### src/rtl/isqrt_pkg.sv
// Shared types and width helpers for the sequential integer square root.
// Every width is derived from the operand width W.
package isqrt_pkg;

    typedef enum logic [2:0] {
        IDLE = 3'd0,
        CMP  = 3'd1,
        STEP = 3'd2,
        DONE = 3'd3
    } isqrt_state_e;

    // root width
    function automatic int root_w(input int w);
        return w / 2;
    endfunction

    // remainder and odd-step width
    function automatic int rem_w(input int w);
        return w / 2 + 1;
    endfunction

    // square accumulator width; holds up to 2^W
    function automatic int sq_w(input int w);
        return w + 1;
    endfunction

endpackage

### src/rtl/isqrt_seq_if.sv
// Operand and result handshake bundle for isqrt_seq.
// The master drives operands and accepts results.
interface isqrt_seq_if #(
    parameter int W = 16
);
    logic             in_valid_i;
    logic             in_ready_o;
    logic [W-1:0]     x_i;
    logic             out_valid_o;
    logic             out_ready_i;
    logic [W/2-1:0]   root_o;
    logic [W/2:0]     rem_o;

    modport master (
        output in_valid_i,
        output x_i,
        output out_ready_i,
        input  in_ready_o,
        input  out_valid_o,
        input  root_o,
        input  rem_o
    );

    modport slave (
        input  in_valid_i,
        input  x_i,
        input  out_ready_i,
        output in_ready_o,
        output out_valid_o,
        output root_o,
        output rem_o
    );
endinterface

### src/rtl/isqrt_seq_ctrl.sv
// Controller for isqrt_seq: state machine, handshake gating,
// flush and enable handling. Emits load/step/capture strobes.
module isqrt_seq_ctrl
    import isqrt_pkg::*;
(
    input  logic clk_i,
    input  logic rst_i,
    input  logic enb_i,
    input  logic flush_i,
    input  logic in_valid_i,
    input  logic out_ready_i,
    input  logic le_i,
    input  logic zero_i,
    output logic in_ready_o,
    output logic out_valid_o,
    output logic busy_o,
    output logic load_o,
    output logic step_o,
    output logic cap_o
);

    isqrt_state_e state_q;
    isqrt_state_e state_d;

    assign in_ready_o  = (state_q == IDLE) && enb_i;
    assign out_valid_o = (state_q == DONE) && enb_i;
    assign busy_o      = (state_q != IDLE);

    // next state and datapath strobes; flush overrides any progress
    always_comb begin
        state_d = state_q;
        load_o  = 1'b0;
        step_o  = 1'b0;
        cap_o   = 1'b0;
        if (enb_i && !flush_i) begin
            unique case (state_q)
                IDLE: begin
                    if (in_valid_i) begin
                        load_o  = 1'b1;
                        state_d = zero_i ? DONE : CMP;
                    end
                end
                CMP: begin
                    if (le_i) begin
                        state_d = STEP;
                    end else begin
                        cap_o   = 1'b1;
                        state_d = DONE;
                    end
                end
                STEP: begin
                    step_o  = 1'b1;
                    state_d = CMP;
                end
                DONE: begin
                    if (out_ready_i) begin
                        state_d = IDLE;
                    end
                end
                default: state_d = IDLE;
            endcase
        end
        if (flush_i) begin
            state_d = IDLE;
        end
    end

    // state register with synchronous reset
    always_ff @(posedge clk_i) begin
        if (rst_i) begin
            state_q <= IDLE;
        end else begin
            state_q <= state_d;
        end
    end

endmodule

### src/rtl/isqrt_seq.sv
// Sequential integer square root by odd-number summation.
// Tracks s=(r+1)^2 and d=2r+1 so each step needs only adds.
module isqrt_seq
    import isqrt_pkg::*;
#(
    parameter int W      = 16,
    parameter bit REM_EN = 1'b1
) (
    input  logic        clk_i,
    input  logic        rst_i,
    input  logic        enb_i,
    input  logic        flush_i,
    isqrt_seq_if.slave  bus,
    output logic        busy_o
);

    localparam int RW  = root_w(W);
    localparam int RMW = rem_w(W);
    localparam int SW  = sq_w(W);

    logic [W-1:0]   x_q;
    logic [RW-1:0]  r_q;
    logic [SW-1:0]  s_q;
    logic [RMW-1:0] d_q;
    logic [RW-1:0]  root_q;
    logic [RMW-1:0] rem_q;

    logic           le;
    logic           zero;
    logic           load;
    logic           step;
    logic           cap;
    logic [RMW-1:0] rem_d;

    assign le   = (s_q <= {1'b0, x_q});
    assign zero = (bus.x_i == '0);

    // x + d - s equals x - r^2 and always fits RMW bits,
    // so modular arithmetic in that width is exact
    assign rem_d = RMW'(x_q) + d_q - RMW'(s_q);

    assign bus.root_o = root_q;
    assign bus.rem_o  = rem_q;

    isqrt_seq_ctrl u_ctrl (
        .clk_i       (clk_i),
        .rst_i       (rst_i),
        .enb_i       (enb_i),
        .flush_i     (flush_i),
        .in_valid_i  (bus.in_valid_i),
        .out_ready_i (bus.out_ready_i),
        .le_i        (le),
        .zero_i      (zero),
        .in_ready_o  (bus.in_ready_o),
        .out_valid_o (bus.out_valid_o),
        .busy_o      (busy_o),
        .load_o      (load),
        .step_o      (step),
        .cap_o       (cap)
    );

    // datapath: load operand, advance the odd sum, capture result
    always_ff @(posedge clk_i) begin
        if (rst_i) begin
            x_q    <= '0;
            r_q    <= '0;
            s_q    <= '0;
            d_q    <= '0;
            root_q <= '0;
            rem_q  <= '0;
        end else begin
            if (load) begin
                x_q <= bus.x_i;
                r_q <= '0;
                s_q <= SW'(1);
                d_q <= RMW'(1);
                if (zero) begin
                    root_q <= '0;
                    rem_q  <= '0;
                end
            end
            if (step) begin
                r_q <= r_q + RW'(1);
                d_q <= d_q + RMW'(2);
                s_q <= s_q + SW'(d_q) + SW'(2);
            end
            if (cap) begin
                root_q <= r_q;
                rem_q  <= REM_EN ? rem_d : '0;
            end
        end
    end

endmodule

### src/flat_wrapper.sv
// flat-port wrapper written by rule: the top's interface ports become plain ports
module isqrt_seq_flat import isqrt_pkg::*;
#(
    parameter int W      = 16,
    parameter bit REM_EN = 1'b1
)
  (clk_i, rst_i, enb_i, flush_i, busy_o, bus_in_valid_i, bus_x_i, bus_out_ready_i, bus_in_ready_o, bus_out_valid_o, bus_root_o, bus_rem_o);
  isqrt_seq_if #(.W(W)) bus_i ();
  input  logic clk_i;
  input  logic rst_i;
  input  logic enb_i;
  input  logic flush_i;
  output logic busy_o;
  input wire logic [$bits(bus_i.in_valid_i)-1:0] bus_in_valid_i;
  input wire logic [$bits(bus_i.x_i)-1:0] bus_x_i;
  input wire logic [$bits(bus_i.out_ready_i)-1:0] bus_out_ready_i;
  output wire logic [$bits(bus_i.in_ready_o)-1:0] bus_in_ready_o;
  output wire logic [$bits(bus_i.out_valid_o)-1:0] bus_out_valid_o;
  output wire logic [$bits(bus_i.root_o)-1:0] bus_root_o;
  output wire logic [$bits(bus_i.rem_o)-1:0] bus_rem_o;
  assign bus_i.in_valid_i = bus_in_valid_i;
  assign bus_i.x_i = bus_x_i;
  assign bus_i.out_ready_i = bus_out_ready_i;
  assign bus_in_ready_o = bus_i.in_ready_o;
  assign bus_out_valid_o = bus_i.out_valid_o;
  assign bus_root_o = bus_i.root_o;
  assign bus_rem_o = bus_i.rem_o;
  isqrt_seq #(.W(W), .REM_EN(REM_EN)) u_core (.clk_i(clk_i), .rst_i(rst_i), .enb_i(enb_i), .flush_i(flush_i), .bus(bus_i), .busy_o(busy_o));
endmodule
### config.mk
export PLATFORM = sky130hd
export DESIGN_NAME = isqrt_seq_flat
export DESIGN_NICKNAME = d
export VERILOG_FILES = /design/src/rtl/isqrt_pkg.sv /design/src/rtl/isqrt_seq_if.sv /design/src/rtl/isqrt_seq_ctrl.sv /design/src/rtl/isqrt_seq.sv /design/src/flat_wrapper.sv
export SDC_FILE = /design/constraint.sdc
export NUM_CORES = 1
export LEC_CHECK = 0
export ABC_AREA = 0
export ABC_CLOCK_PERIOD_IN_PS = 3500
export CAP_MARGIN = 20
export CORE_UTILIZATION = 40
export CTS_CLUSTER_SIZE = 30
export DETAILED_ROUTE_END_ITERATION = 7
export PLACE_DENSITY_LB_ADDON = 0.12
export SETUP_SLACK_MARGIN = 0.02
export SYNTH_ARGS = -nofsm -noshare
export SYNTH_HDL_FRONTEND = slang
export SYNTH_HIERARCHICAL = 1
export SYNTH_SLANG_ARGS = --single-unit
### constraint.sdc
create_clock -name clk_i -period 3.5 [get_ports clk_i]
set_input_delay 0.875 -clock clk_i [delete_from_list [all_inputs] [get_ports clk_i]]
set_output_delay 0.875 -clock clk_i [all_outputs]
set_load 0.05 [all_outputs]
==> flow_metrics.py, run 1 <==
metrics = {
    "cts": {
        "cts.sinks": 69,
        "h-tree-depth": 3,
        "cts_resized": 0,
        "clkSlewWorstSetupHoldPaths_ps": 80,
        "clockBufferDepth": 2,
        "ctsHoldBuffers": 0,
        "cts-root-buf": "clkbuf_8",
        "cts_tree": "built",
        "post_cts_buffers": 0,
        "numCtsBuffers": 9,
        "clock_latency_ps": 350,
    },
    "final_layout": {
        "drive_above_1_share_pct": 8.12,
        "synthToLayoutAreaGrowth_pct": 19.1,
        "nets": 625,
        "final_cells": 690,
        "antenna_cells": 0,
    },
    "synth": {
        "syn_area_per_cell_um2": 8.54,
        "syn_area_um2": 4300,
        "yosysUniqueCellTypes": 57,
        "ys_seq_area_share_pct": 32.1,
        "yosys_most_used_dff": "dfxtp_1",
        "syn_nets": 579,
        "synth_seq_cells": 69,
        "synth_cells": 503,
        "ys_warn_count": 6,
        "synth_edf_count": 0,
        "async_flop_share_pct": 0,
    },
    "routing": {
        "drtIter0Drc": 159,
        "first_pass_iters": 4,
        "vias": 3536,
        "drcViolationCount": 0,
        "routed_via_density": 5.12,
        "wirelength_um": 9890,
        "wl_per_cell_um": 14.3,
        "drtAntennaViolNets": 0,
    },
    "pwr": {
        "p_comb_share_pct": 10.4,
        "p_total_mw": 1.79,
        "p_int_mw": 1.35,
        "leakage_nw": 2.07,
        "switching_share_pct": 24.5,
        "seqPwrFrac_pct": 44.6,
        "irDropWorstVdd_uv": 218,
        "power.share.clock_pct": 45.0,
        "switchingPower_uw": 439,
        "powerDensity_nw_per_um2": 350,
    },
    "global_routing": {
        "grt_pass1_wl_um": 16600,
        "grt_antenna_before_repair": 0,
        "grtUsageTotal_pct": 19.1,
        "grt-ovfl-total": 0,
        "grt_max_degree": 34,
        "grt_pass1_vias": 3401,
    },
    "sta": {
        "fin_setup_tns_ps": 0,
        "hold_violations": 0,
        "setup_viol": 0,
        "max_freq_mhz": 330,
        "skew_ps": 6.55,
        "finalCritPeriodShare_pct": 86.7,
        "tightest_slew_ps": 586,
        "finalMaxSlewViolations": 0,
        "fin_crit_ps": 3030,
        "relSlewSlack_pct": 60.4,
        "rsz0062_at_grt": "no",
        "hold_slack_ps": 448,
    },
    "run_status": {
        "outcome": "finished, final reports clean",
    },
    "place": {
        "io_buffer_count": 41,
        "dp.cells": 674,
        "place_congestion": 0.812,
        "dpl.hpwl_um": 7680,
    },
    "floorplan": {
        "fp.dieW_um": 106,
        "die_y_um": 106,
        "core_area_um2": 10400,
        "start_util_pct": 41.4,
        "pin_count": 42,
        "fp.dieArea_um2": 11200,
        "rows": 37,
    },
    "hold_path": {
        "hold_class": "flop to flop",
        "min_from": "u_core/bus.rem_o[5]$_SDFFE_PP0P_",
        "hold-path-cell-count": 2,
    },
    "setup_path": {
        "cp_slowest_stage_delay_ps": 550,
        "worstReg2RegStart": "u_core/s_q[10]$_SDFFE_PP0P_",
        "crit_path_end_kind": "flop",
        "crit_fanout": 7,
        "cp.arrival_ps": 3310,
        "worst-path-stages": 10,
        "worstPathRequired_ps": 3780,
        "crit_path_start": "u_core/s_q[10]$_SDFFE_PP0P_",
        "path_cells": "ha_1 > and4_1 > nand3_1 > a21oi_1 > o21ai_1 > a22o_1 > nor4b_1 > nand2b_1 > or4_1 > o211ai_1",
        "path_class": "flop to flop",
        "r2r_cells": 10,
        "cp.buffers_inverters": 0,
        "crit_family": "simple AND/OR/NAND/NOR gates",
        "critPathSlowestCell": "nor4b_1",
        "cp-start-kind": "flop",
    },
    "flow_run": {
        "cap_viol_max_count": 0,
    },
}
[final timing paths]
| check | to | slack (ps) |
|---|---|---|
| worst max-delay path | u_core/bus.rem_o[7]$_SDFFE_PP0P_ | 470 |
| worst min-delay path | u_core/bus.rem_o[5]$_SDFFE_PP0P_ | 450 |
| worst min register to register | u_core/bus.rem_o[5]$_SDFFE_PP0P_ | 450 |
| worst max register to register | u_core/bus.rem_o[7]$_SDFFE_PP0P_ | 470 |
[synthesized netlist by cell type, drive strengths merged (4+ instances only)]
| cell | count | area, um2 |
|---|---|---|
| mux2i | 20 | 200 |
| a22o | 10 | 87.6 |
| a31oi | 10 | 62.6 |
| fa | 9 | 180 |
| nand2b | 11 | 68.8 |
| a21oi | 32 | 168 |
| nand2 | 32 | 120 |
| buf | 5 | 43.8 |
| nand4 | 4 | 25.0 |
| and3 | 8 | 51.3 |
| or2 | 5 | 31.3 |
| nor3 | 15 | 85.1 |
| nor4 | 7 | 43.8 |
| xnor2 | 8 | 70.1 |
| mux2 | 5 | 56.3 |
| nand3 | 12 | 60.1 |
| o21ai | 20 | 104 |
| dfxtp | 69 | 1380 |
| inv | 58 | 218 |
| nor2b | 5 | 31.3 |
| clkbuf | 11 | 41.3 |
| xor2 | 4 | 35.0 |
| o211ai | 6 | 45.0 |
| a211oi | 7 | 70.1 |
| ha | 45 | 563 |
| nor2 | 58 | 218 |
[cells in the final DEF (no fill, tap or decap), types with 6 or more instances in the layout]
master and count:
a31oi_1 10, dfxtp_1 69, inv_1 54, fa_1 9
o21ai_1 14, nor3_1 13, o211ai_1 6, nor2_1 58
mux2i_1 20, nand2b_1 11, nor4_1 7, and3_1 7
xnor2_1 8, clkbuf_8 9, nand2_1 32, clkdlybuf4s50_1 38
ha_1 45, a22o_1 10, a21oi_1 30, nand3_1 12
buf_4 12
[area by class of cell]
cell class / instances / area (um2)
fill: 1020 / 5250
multi-input combinational: 360 / 2620
clock inverter: 7 / 124
sequential: 69 / 1380
clock buffer: 9 / 124
inverter: 58 / 218
tap: 136 / 170
timing repair buffer: 51 / 475
[routing by layer]
layer	part of all wire [%]	GRT usage (%)	vias to the layer above
li1	-	-	1850
met1	52	26.9	1624
met2	44	28.9	51
met3	2.6	3.22	11
met4	1.6	7.74	0
met5	0	0	-
[worst register-to-register path, stage by stage, from the launching register on]
cell	delay [ps]
dfxtp_1	390
ha_1	340
and4_1	190
nand3_1	100
a21oi_1	190
o21ai_1	80
a22o_1	220
nor4b_1	550
nand2b_1	280
or4_1	520
o211ai_1	100
[state kept, by name, summed over array words and instances, names as in the netlist]
signal,cells
u_core/bus.rem_o,9
u_core/s_q,17
u_core/x_q,16
u_core/u_ctrl/state_q,2
u_core/r_q,8
u_core/d_q,9
u_core/bus.root_o,8
[cell families after synthesis]
family / count (synthesis) / synth area share, %
fa+ha+maj: 54 / 17.3
compound gates: 102 / 16.2
buf+inv: 74 / 7.05
simple gates: 167 / 18.9
flops: 69 / 32.1
xor+xnor: 12 / 2.45
mux: 25 / 5.97
[metrics by stage]
step | worst slack (ps) | util, % | cell area (um2)
5_1_grt | 149 | 49.3 | 5120
4_1_cts | 420 | 49.3 | 5120
3_3_place_gp | 421 | 46.9 | 4870
3_5_place_dp | 317 | 46.9 | 4870
6_report | 466 | 49.3 | 5120
2_1_floorplan | 924 | - | 4300
[power groups by stage]
stage	combinational (mW)	clock, mW	sequential (mW)
after global routing	0.210	0.866	0.800
after global placement	0.186	0	0.816
after floorplan	0.122	0	0.817
final	0.187	0.805	0.798
after CTS	0.189	0.827	0.798
after detailed placement	0.187	0	0.817
Power figures use the tool's default switching activity.
==> inputs of run 2 (changes only) <==
ABC_CLOCK_PERIOD_IN_PS = 2500   (was 3500)
SLEW_MARGIN = 10   (was unset)
clock period = 2.5 ns   (was 3.5 ns; I/O delays follow)
==> flow_metrics.py, run 2 (synthesis results as in run 1) <==
metrics = {
    "run_status": {
        "outcome": "complete, but fails checks",
        "violations": "negative setup slack",
    },
    "setup_path": {
        "r2r-end": "u_core/bus.rem_o[7]$_SDFFE_PP0P_",
        "worstPathRequired_ps": 2790,
        "crit_path_start": "u_core/x_q[10]$_SDFFE_PP0P_",
        "critPathSlowestCell": "or4_1",
        "path_cells": "inv_1 > ha_1 > and4_1 > nand3_2 > a21oi_2 > o21ai_1 > a22o_1 > nor4b_4 > buf_4 > nand2b_4 > or4_1 > o211ai_1",
        "cp.arrival_ps": 2850,
        "cp_slowest_stage_delay_ps": 460,
        "path_class": "flop to flop",
        "crit_fanout": 2,
        "crit_path_end_kind": "flop",
        "r2r_cells": 12,
        "crit_family": "simple AND/OR/NAND/NOR gates",
        "worstReg2RegStart": "u_core/x_q[10]$_SDFFE_PP0P_",
        "cp.buffers_inverters": 2,
        "cp-start-kind": "flop",
        "rrSetupSlack_ps": -60,
    },
    "hold_path": {
        "hold_class": "flop to flop",
        "hold_end": "u_core/bus.rem_o[3]$_SDFFE_PP0P_",
        "min_from": "u_core/bus.rem_o[3]$_SDFFE_PP0P_",
        "hold-path-cell-count": 2,
    },
    "place": {
        "io_buffer_count": 41,
        "dp.cells": 723,
        "placed_area_um2": 5310,
        "dpl.hpwl_um": 8320,
        "place_congestion": 0.822,
        "dp_slack_ps": -196,
    },
    "final_layout": {
        "top_register": "u_core/s_q",
        "final_core_util_pct": 56.3,
        "antenna_cells": 0,
        "stdcell_area_um2": 5830,
        "drive_above_1_share_pct": 23.0,
        "largest_reg_flops": 17,
        "final_cells": 746,
        "reg.largest.list": "u_core/s_q (17), u_core/x_q (16)",
        "nets": 681,
        "final_cell_mix": "dfxtp_1, buf_4, nor2_1",
        "mostFrequentLayoutCell": "dfxtp_1",
        "synthToLayoutAreaGrowth_pct": 35.8,
    },
    "floorplan": {
        "core_area_um2": 10400,
        "start_util_pct": 41.4,
        "pin_count": 42,
        "rows": 37,
        "fp.dieArea_um2": 11200,
        "die_y_um": 106,
        "fp.dieW_um": 106,
    },
    "pwr": {
        "leakage_nw": 2.42,
        "irDropWorstVdd_uv": 210,
        "powerDensity_nw_per_um2": 435,
        "p_total_mw": 2.54,
    },
    "global_routing": {
        "grt_pass1_vias": 3768,
        "grt-ovfl-total": 0,
        "grt_pass1_wl_um": 18000,
        "grt.met3_usage_pct": 2.78,
        "grt_max_degree": 20,
        "use_met2_pct": 32.6,
        "grtUsageMet1_pct": 28.4,
        "grtUsageTotal_pct": 20.7,
        "grt_antenna_before_repair": 0,
        "grt-busiest-layer": "met2",
    },
    "cts": {
        "cts_tree": "built",
        "ctsHoldBuffers": 0,
        "numCtsBuffers": 9,
        "h-tree-depth": 3,
        "cts-root-buf": "clkbuf_8",
        "clock_latency_ps": 360,
        "clockBufferDepth": 2,
        "cts.sinks": 69,
        "clkSlewWorstSetupHoldPaths_ps": 80,
    },
    "routing": {
        "drtIter0Drc": 178,
        "wirelength_um": 10900,
        "drtAntennaViolNets": 0,
        "first_pass_iters": 4,
        "routed_via_density": 5.11,
        "drcViolationCount": 0,
        "wl_per_cell_um": 14.5,
        "vias": 3814,
    },
    "sta": {
        "fin_setup_tns_ps": -229,
        "relSlewSlack_pct": 65.0,
        "setup_viol": 11,
        "max_freq_mhz": 390,
        "finalMaxSlewViolations": 0,
        "finalCritPeriodShare_pct": 102,
        "hold_slack_ps": 452,
        "tightest_slew_ps": 523,
        "hold_violations": 0,
        "rsz0062_at_grt": "yes",
        "setup_ws_ps": -61.3,
        "skew_ps": 10.3,
        "fin_crit_ps": 2560,
    },
    "flow_run": {
        "cap_viol_max_count": 0,
    },
}
## run 2: cell count changes in the layout (fill, tap and decap cells not counted), sizes merged
cell / change
buf: +56
bufinv: -1
clkbuf: +2
clkdlybuf4s50: -1
clkinv: -2
dlygate4sd2: +1
inv: +1
## run 2: power breakdown
group          total, mW  internal, mW  switching (mW)
combinational      0.354         0.175           0.179
clock               1.06         0.618           0.447
sequential          1.12          1.11         0.00694
total               2.54          1.90           0.633
## run 2: how the worst max path moves through the flow
stage,end,slack [ps],depth (start not counted)
floorplan,u_core/s_q[15]$_SDFFE_PP0P_,40,12
global placement,u_core/bus.root_o[0]$_SDFFE_PP0P_,-150,14
detailed placement,u_core/bus.root_o[2]$_SDFFE_PP0P_,-200,14
CTS,u_core/bus.rem_o[7]$_SDFFE_PP0P_,-70,13
global route,u_core/bus.rem_o[7]$_SDFFE_PP0P_,-190,12
finish,u_core/bus.rem_o[7]$_SDFFE_PP0P_,-60,12
## run 2: what timing repair did
action | 4_1_cts | 5_1_grt
endpoints found under the setup margin | 20 | 25
gates resized for setup | 23 | 27
pin swaps | 9 | 11
buffers inserted | 4 | 3
gates cloned | 0 | 0
## run 2: tightest hold or removal path: cells and delay by family, from the launching register on
kind	cells	cell delay, ps
simple gates	1	50
compound gates	1	50
flops	1	320
## run 2: final cells by class
type / count / area (um2)
fill: 935 / 4540
tap: 136 / 170
sequential: 69 / 1390
multi-input combinational: 360 / 2860
timing repair buffer: 107 / 965
inverter: 58 / 220
clock buffer: 11 / 151
clock inverter: 5 / 81.3
## run 2: metal layers
layer  routed length, um  vias to the layer above
met3                 387                       11
met4                 180                        0
li1                    -                     1959
met1                5340                     1772
met5                   0                        -
met2                4950                       72
